### src/rtl/riscv_pkg.sv
// riscv_pkg: FUNCT3 load/store codes and the memory-stage FSM encoding.
package riscv_pkg;

    localparam logic [2:0] F3_B  = 3'b000;
    localparam logic [2:0] F3_H  = 3'b001;
    localparam logic [2:0] F3_W  = 3'b010;
    localparam logic [2:0] F3_BU = 3'b100;
    localparam logic [2:0] F3_HU = 3'b101;

    typedef enum logic {
        IDLE = 1'b0,
        WAIT = 1'b1
    } mem_state_t;

endpackage

### src/rtl/load_store_align.sv
// load_store_align: byte-lane steering for stores, lane shift and extension for loads.
module load_store_align
    import riscv_pkg::*;
(
    input  logic [2:0]  funct3,
    input  logic [1:0]  addr_lo,
    input  logic [31:0] store_data,
    input  logic [31:0] rdata,
    output logic [3:0]  be,
    output logic [31:0] wdata,
    output logic [31:0] load_data
);

    logic [1:0]  lane;
    logic [31:0] shifted;

    // Store steering: replicate the datum so whichever lane is enabled carries it.
    always_comb begin
        be    = 4'b1111;
        wdata = store_data;
        case (funct3)
            F3_B: begin
                be    = 4'b0001 << addr_lo;
                wdata = {4{store_data[7:0]}};
            end
            F3_H: begin
                be    = 4'b0011 << {addr_lo[1], 1'b0};
                wdata = {2{store_data[15:0]}};
            end
            default: ;
        endcase
    end

    // Load path: halfwords only honour addr[1], words ignore the low bits.
    always_comb begin
        lane = 2'b00;
        case (funct3)
            F3_B, F3_BU: lane = addr_lo;
            F3_H, F3_HU: lane = {addr_lo[1], 1'b0};
            default:     lane = 2'b00;
        endcase
        shifted   = rdata >> {lane, 3'b000};
        load_data = shifted;
        case (funct3)
            F3_B:    load_data = {{24{shifted[7]}}, shifted[7:0]};
            F3_H:    load_data = {{16{shifted[15]}}, shifted[15:0]};
            F3_BU:   load_data = {24'h0, shifted[7:0]};
            F3_HU:   load_data = {16'h0, shifted[15:0]};
            default: load_data = shifted;
        endcase
    end

endmodule

### src/rtl/mem_stage.sv
// mem_stage: MEM stage with branch resolve, req/ack data-memory FSM and MEM/WB register.
// Optional build macro MEM_MISALIGN_TRAP_EN: trap misaligned H/W accesses instead of
// silently dropping the offending low address bits.
module mem_stage
    import riscv_pkg::*;
#(
    parameter int unsigned TIMEOUT = 16
)(
    input  logic        clk,
    input  logic        reset,
    input  logic        zero_in,
    input  logic        RegWrite_in,
    input  logic        MemtoReg_in,
    input  logic        MemRead_in,
    input  logic        MemWrite_in,
    input  logic        Branch_in,
    input  logic [2:0]  FUNCT3_in,
    input  logic [4:0]  rd_in,
    input  logic [31:0] PC_Branch_in,
    input  logic [31:0] ALUout_in,
    input  logic [31:0] REG_DATA2_MUX_in,
    output logic        stall,
    output logic        PCSrc,
    output logic [31:0] PC_Branch_out,
    output logic        dmem_req,
    output logic        dmem_we,
    output logic [31:0] dmem_addr,
    output logic [31:0] dmem_wdata,
    output logic [3:0]  dmem_be,
    input  logic        dmem_ack,
    input  logic [31:0] dmem_rdata,
    output logic        RegWrite_out,
    output logic        MemtoReg_out,
    output logic [4:0]  rd_out,
    output logic [31:0] read_data_out,
    output logic [31:0] ALUout_out,
    output logic        bus_err_out,
    output logic        misalign_out
);

    localparam int unsigned CNT_W = (TIMEOUT > 1) ? $clog2(TIMEOUT) : 1;

    mem_state_t       state_q, state_d;
    logic [CNT_W-1:0] cnt_q;
    logic             mem_op, misalign, cnt_at_limit;
    logic             issue, trap, abort;
    logic [3:0]       lsa_be;
    logic [31:0]      lsa_wdata, lsa_load_data;

    assign PCSrc         = Branch_in & zero_in;
    assign PC_Branch_out = PC_Branch_in;
    assign mem_op        = MemRead_in | MemWrite_in;
    assign cnt_at_limit  = (cnt_q == CNT_W'(TIMEOUT - 1));

`ifdef MEM_MISALIGN_TRAP_EN
    assign misalign = (((FUNCT3_in == F3_H) || (FUNCT3_in == F3_HU)) && ALUout_in[0])
                   || ((FUNCT3_in == F3_W) && (ALUout_in[1:0] != 2'b00));
`else
    assign misalign = 1'b0;
`endif

    load_store_align u_align (
        .funct3     (FUNCT3_in),
        .addr_lo    (ALUout_in[1:0]),
        .store_data (REG_DATA2_MUX_in),
        .rdata      (dmem_rdata),
        .be         (lsa_be),
        .wdata      (lsa_wdata),
        .load_data  (lsa_load_data)
    );

    // State register.
    always_ff @(posedge clk or posedge reset) begin
        if (reset) state_q <= IDLE;
        else       state_q <= state_d;
    end

    // Next state, stall and access strobes.
    always_comb begin
        state_d = state_q;
        stall   = 1'b0;
        issue   = 1'b0;
        trap    = 1'b0;
        abort   = 1'b0;
        case (state_q)
            IDLE: begin
                if (mem_op) begin
                    if (misalign) begin
                        trap = 1'b1;
                    end else begin
                        issue   = 1'b1;
                        stall   = 1'b1;
                        state_d = WAIT;
                    end
                end
            end
            WAIT: begin
                if (dmem_ack) begin
                    state_d = IDLE;
                end else if (cnt_at_limit) begin
                    abort   = 1'b1;
                    state_d = IDLE;
                end else begin
                    stall = 1'b1;
                end
            end
        endcase
    end

    // Memory port latch, timeout counter, event pulses and MEM/WB register.
    always_ff @(posedge clk or posedge reset) begin
        if (reset) begin
            cnt_q         <= '0;
            dmem_req      <= 1'b0;
            dmem_we       <= 1'b0;
            dmem_addr     <= 32'h0;
            dmem_wdata    <= 32'h0;
            dmem_be       <= 4'h0;
            bus_err_out   <= 1'b0;
            misalign_out  <= 1'b0;
            RegWrite_out  <= 1'b0;
            MemtoReg_out  <= 1'b0;
            rd_out        <= 5'h0;
            read_data_out <= 32'h0;
            ALUout_out    <= 32'h0;
        end else begin
            if (issue) begin
                cnt_q      <= '0;
                dmem_req   <= 1'b1;
                dmem_we    <= MemWrite_in;
                dmem_addr  <= {ALUout_in[31:2], 2'b00};
                dmem_wdata <= lsa_wdata;
                dmem_be    <= lsa_be;
            end else if (state_q == WAIT) begin
                cnt_q <= cnt_q + CNT_W'(1);
                if (dmem_ack || abort) dmem_req <= 1'b0;
            end
            bus_err_out  <= abort;
            misalign_out <= trap;
            if (!stall) begin
                RegWrite_out  <= RegWrite_in & ~abort & ~trap;
                MemtoReg_out  <= MemtoReg_in;
                rd_out        <= rd_in;
                read_data_out <= lsa_load_data;
                ALUout_out    <= ALUout_in;
            end
        end
    end

endmodule

### config.mk
export PLATFORM = sky130hd
export DESIGN_NAME = mem_stage
export DESIGN_NICKNAME = d
export VERILOG_FILES = /design/src/rtl/riscv_pkg.sv /design/src/rtl/load_store_align.sv /design/src/rtl/mem_stage.sv
export SDC_FILE = /design/constraint.sdc
export NUM_CORES = 1
export LEC_CHECK = 0
export BUFFER_PORTS_ARGS = -buffer_cell sky130_fd_sc_hd__buf_2
export CAP_MARGIN = 20
export CORE_MARGIN = 5
export CORE_UTILIZATION = 42
export DETAILED_ROUTE_END_ITERATION = 7
export GPL_TIMING_DRIVEN = 0
export PLACE_DENSITY_LB_ADDON = 0.3
export SLEW_MARGIN = 40
export SYNTH_ARGS = -nofsm -noshare
export SYNTH_HDL_FRONTEND = slang
export SYNTH_SLANG_ARGS = --single-unit
### constraint.sdc
create_clock -name clk -period 3.93 [get_ports clk]
set_clock_uncertainty 0.2 [all_clocks]
set_input_delay 0.1965 -clock clk [delete_from_list [all_inputs] [get_ports clk]]
set_output_delay 0.1965 -clock clk [all_outputs]
set_load 0.005 [all_outputs]
==> out/qor.json <==
{
  "finish.net_count": 1286,
  "setup_viol_count_final": 0,
  "die_area_sq_um": 18300,
  "grt_pass1_wl_microns": 35100,
  "number_of_h_tree_levels": 4,
  "clockBufferDepth": 2,
  "multi_input_area_sq_um": 2480,
  "critical_path.max_fanout": 10,
  "coreArea_sq_um": 15300,
  "fin_util": 0.663,
  "ys_warn_count": 0,
  "crit_required_ns": 4.03,
  "cts.repair_timing.setup_buffer_count": 0,
  "r2r_setup_slack_ns": 1.03,
  "antenna_violations_before_repair": 5,
  "grt-ovfl-total": 0,
  "cp_data_arrival_time_ns": 3.00,
  "cts_tree": "built",
  "vias": 6649,
  "worst_setup_path_endpoint": "read_data_out[28]$_DFFE_PP0N_",
  "hold_slack_ns": 0.0119,
  "finalCritPeriodShare": 0.738,
  "numPlacedInstances": 1228,
  "synthDominantCellAreaShare": 0.551,
  "layoutNonFillerInstCount": 1368,
  "holdCritPathClass": "input port to flop",
  "place.port_buffers": 284,
  "worst_setup_path_start_kind": "flop",
  "leakagePower_uw": 0.00542,
  "run_status": "completed",
  "setup_tns_ns": 0,
  "area.sequential_sq_um": 3630,
  "yosysSeqAreaShare": 0.551,
  "final_critical_delay_including_setup_and_external_delays_ns": 2.90,
  "cts.clk_slew.worst_paths_ns": 0.06,
  "ctsRootBufferMaster": "sky130_fd_sc_hd__clkbuf_16",
  "critical_path.reg2reg.endpoint": "read_data_out[28]$_DFFE_PP0N_",
  "synth_largest_area_cell": "sky130_fd_sc_hd__dfrtp_1",
  "numCtsBuffers": 17,
  "timing.critical_path.to_type": "flop",
  "syn_area_per_cell_sq_um": 9.10,
  "power.ir.vdd_worst_mv": 0.299,
  "initialDrtViolationCount": 294,
  "numClockSinks": 145,
  "r2r.worst_path.cells": 10,
  "dieWidth_microns": 135,
  "crit_path_cell_trace": "ha_1 > and3_1 > nor2_1 > nor2_2 > inv_2 > buf_2 > clkbuf_1 > nand2_1 > nand3_1 > dlygate4sd3_1",
  "grt_util_all_layers": 0.245,
  "rsz0062_at_grt": "false",
  "timing_worst_slew_pin_value_ns": 0.633,
  "power_per_standard_cell_area_nw_per_um2": 572,
  "detail_route.vias_per_cell": 4.86,
  "postSynth.topFlopCell": "sky130_fd_sc_hd__dfrtp_1",
  "share_of_post_route_cells_with_drive_strength_above_1": 0.347,
  "nFillCells": 1211,
  "layout.cells.most_common": "sky130_fd_sc_hd__nand2_1",
  "cp_max_delay_cell": "sky130_fd_sc_hd__dlygate4sd3_1",
  "critical-path-max-stage-delay_ns": 0.58,
  "crit_type": "flop to flop",
  "async_flop_share": 1.00,
  "floorplan.initialDensity": 0.430,
  "fmaxAchievable_mhz": 345,
  "ys_seq_elements": 145,
  "detail_route.wirelength_microns": 22700,
  "die_y_extent_microns": 135,
  "route.detailed.wl_per_inst_microns": 16.6,
  "drv.max_cap_violation_count": 0,
  "synth_edf_count": 0,
  "origin_of_the_worst_setup_path": "cnt_q[0]$_DFFE_PP0P_",
  "slew_headroom": 0.578,
  "crit-reg2reg-launch": "cnt_q[0]$_DFFE_PP0P_",
  "top_cells_by_area_in_the_synthesized_netlist": "sky130_fd_sc_hd__dfrtp_1, sky130_fd_sc_hd__nand2_1, sky130_fd_sc_hd__buf_4, sky130_fd_sc_hd__mux2i_1, sky130_fd_sc_hd__o21ai_0",
  "synth_cell_types": 40,
  "dr.pass1.iters": 5,
  "dp_hpwl_microns": 16200,
  "top_level_port_count": 322,
  "synthesized_cell_area_sq_um": 6590,
  "clk-insertion-delay-late_ns": 0.42,
  "final-hold-violation-count": 0,
  "drtAntennaViolNets": 0,
  "syn_inst": 724,
  "most-common-layout-cells": "sky130_fd_sc_hd__nand2_1, sky130_fd_sc_hd__buf_2, sky130_fd_sc_hd__dfrtp_1, sky130_fd_sc_hd__dlygate4sd3_1, sky130_fd_sc_hd__o21ai_0",
  "detail_route.drc_violations": 0,
  "slew_viol_final": 0,
  "grt_start_max_net_pins": 26,
  "flow.area_growth_from_synthesis_pct": 54.1,
  "gpl.final_weighted_congestion": 0.873,
  "num_rows": 45,
  "grt_pass1_vias": 6777
}
## cells in the mapped netlist (all sizes together), types with 2 or more instances
| library cell | number |
|---|---|
| a21oi | 12 |
| a22oi | 7 |
| a31oi | 4 |
| buf | 51 |
| clkbuf | 26 |
| dfrtp | 145 |
| inv | 10 |
| mux2i | 25 |
| mux4 | 7 |
| nand2 | 313 |
| nand2b | 4 |
| nand3 | 35 |
| nor2 | 18 |
| nor2b | 2 |
| o21ai | 48 |
## how the worst min path moves through the flow
stage	startpoint	end	cells after the start
floorplan	dmem_ack	bus_err_out$_DFF_PP0_	1
global route	dmem_rdata[4]	read_data_out[4]$_DFFE_PP0N_	4
detailed placement	reset	ALUout_out[15]$_DFFE_PP0N_	2
CTS	dmem_rdata[4]	read_data_out[4]$_DFFE_PP0N_	4
global placement	rd_in[4]	rd_out[4]$_DFFE_PP0N_	3
finish	dmem_rdata[4]	read_data_out[4]$_DFFE_PP0N_	4
## critical path: cells and delay by family (launching register included)
kind / cells / cell delay, ns
AND/OR/NAND/NOR: 5 / 0.88
buffers and inverters: 4 / 1.14
flip-flops: 1 / 0.39
adder cells (fa/ha/maj): 1 / 0.17
## final cells by class
cell class                      instances  share of cell area
Antenna cell                            4            0.000986
Buffer                                 77              0.0448
Clock buffer                           20              0.0450
Clock inverter                         12              0.0176
Inverter                               10             0.00407
Multi-Input combinational cell        494               0.244
Sequential cell                       145               0.357
Tap cell                              211              0.0260
Timing Repair Buffer                  395               0.260
## state kept, by name, summed over array words and instances (netlist names)
signal	cells
dmem_be	4
dmem_we	1
dmem_addr	30
bus_err_out	1
state_q	1
cnt_q	4
read_data_out	32
MemtoReg_out	1
dmem_wdata	32
rd_out	5
dmem_req	1
ALUout_out	32
RegWrite_out	1
## power by group
| part | internal (uW) | switching, uW | total, uW |
|---|---|---|---|
| registers | 2000 | 273 | 2270 |
| logic | 805 | 990 | 1790 |
| clock network | 1100 | 643 | 1740 |
## metrics by stage
step	setup WS [ns]	instance area, sq um	power, uW
detailed placement	1.59	8470	3980
CTS	1.05	10100	5830
global placement	0.740	8290	3910
finish	1.03	10200	5810
floorplan	1.71	6600	3060
global route	0.869	10100	6160
## cell families after synthesis
logic type / Yosys count / synth area share
AND/OR/NAND/NOR: 379 / 0.238
adder cells (fa/ha/maj): 1 / 0.00190
flip-flops: 145 / 0.551
other: 1 / 0.000569
multiplexers: 33 / 0.0636
buffers and inverters: 87 / 0.0748
AO/OA/AOI/OAI: 78 / 0.0704
## what timing repair did
item                      in CTS  in global routing
gates resized for setup        0                  0
hold buffers                 104                  0
hold endpoints to repair     202                  0
## per-layer routing
layer  part of all wire  GRT usage  up-vias
li1                   -          -     3139
met1               0.38      0.286     3118
met4              0.048      0.133        6
met3              0.078     0.0706       83
met5             0.0016          0        -
met2               0.49      0.409      303
(Power assumes the default switching activity.)
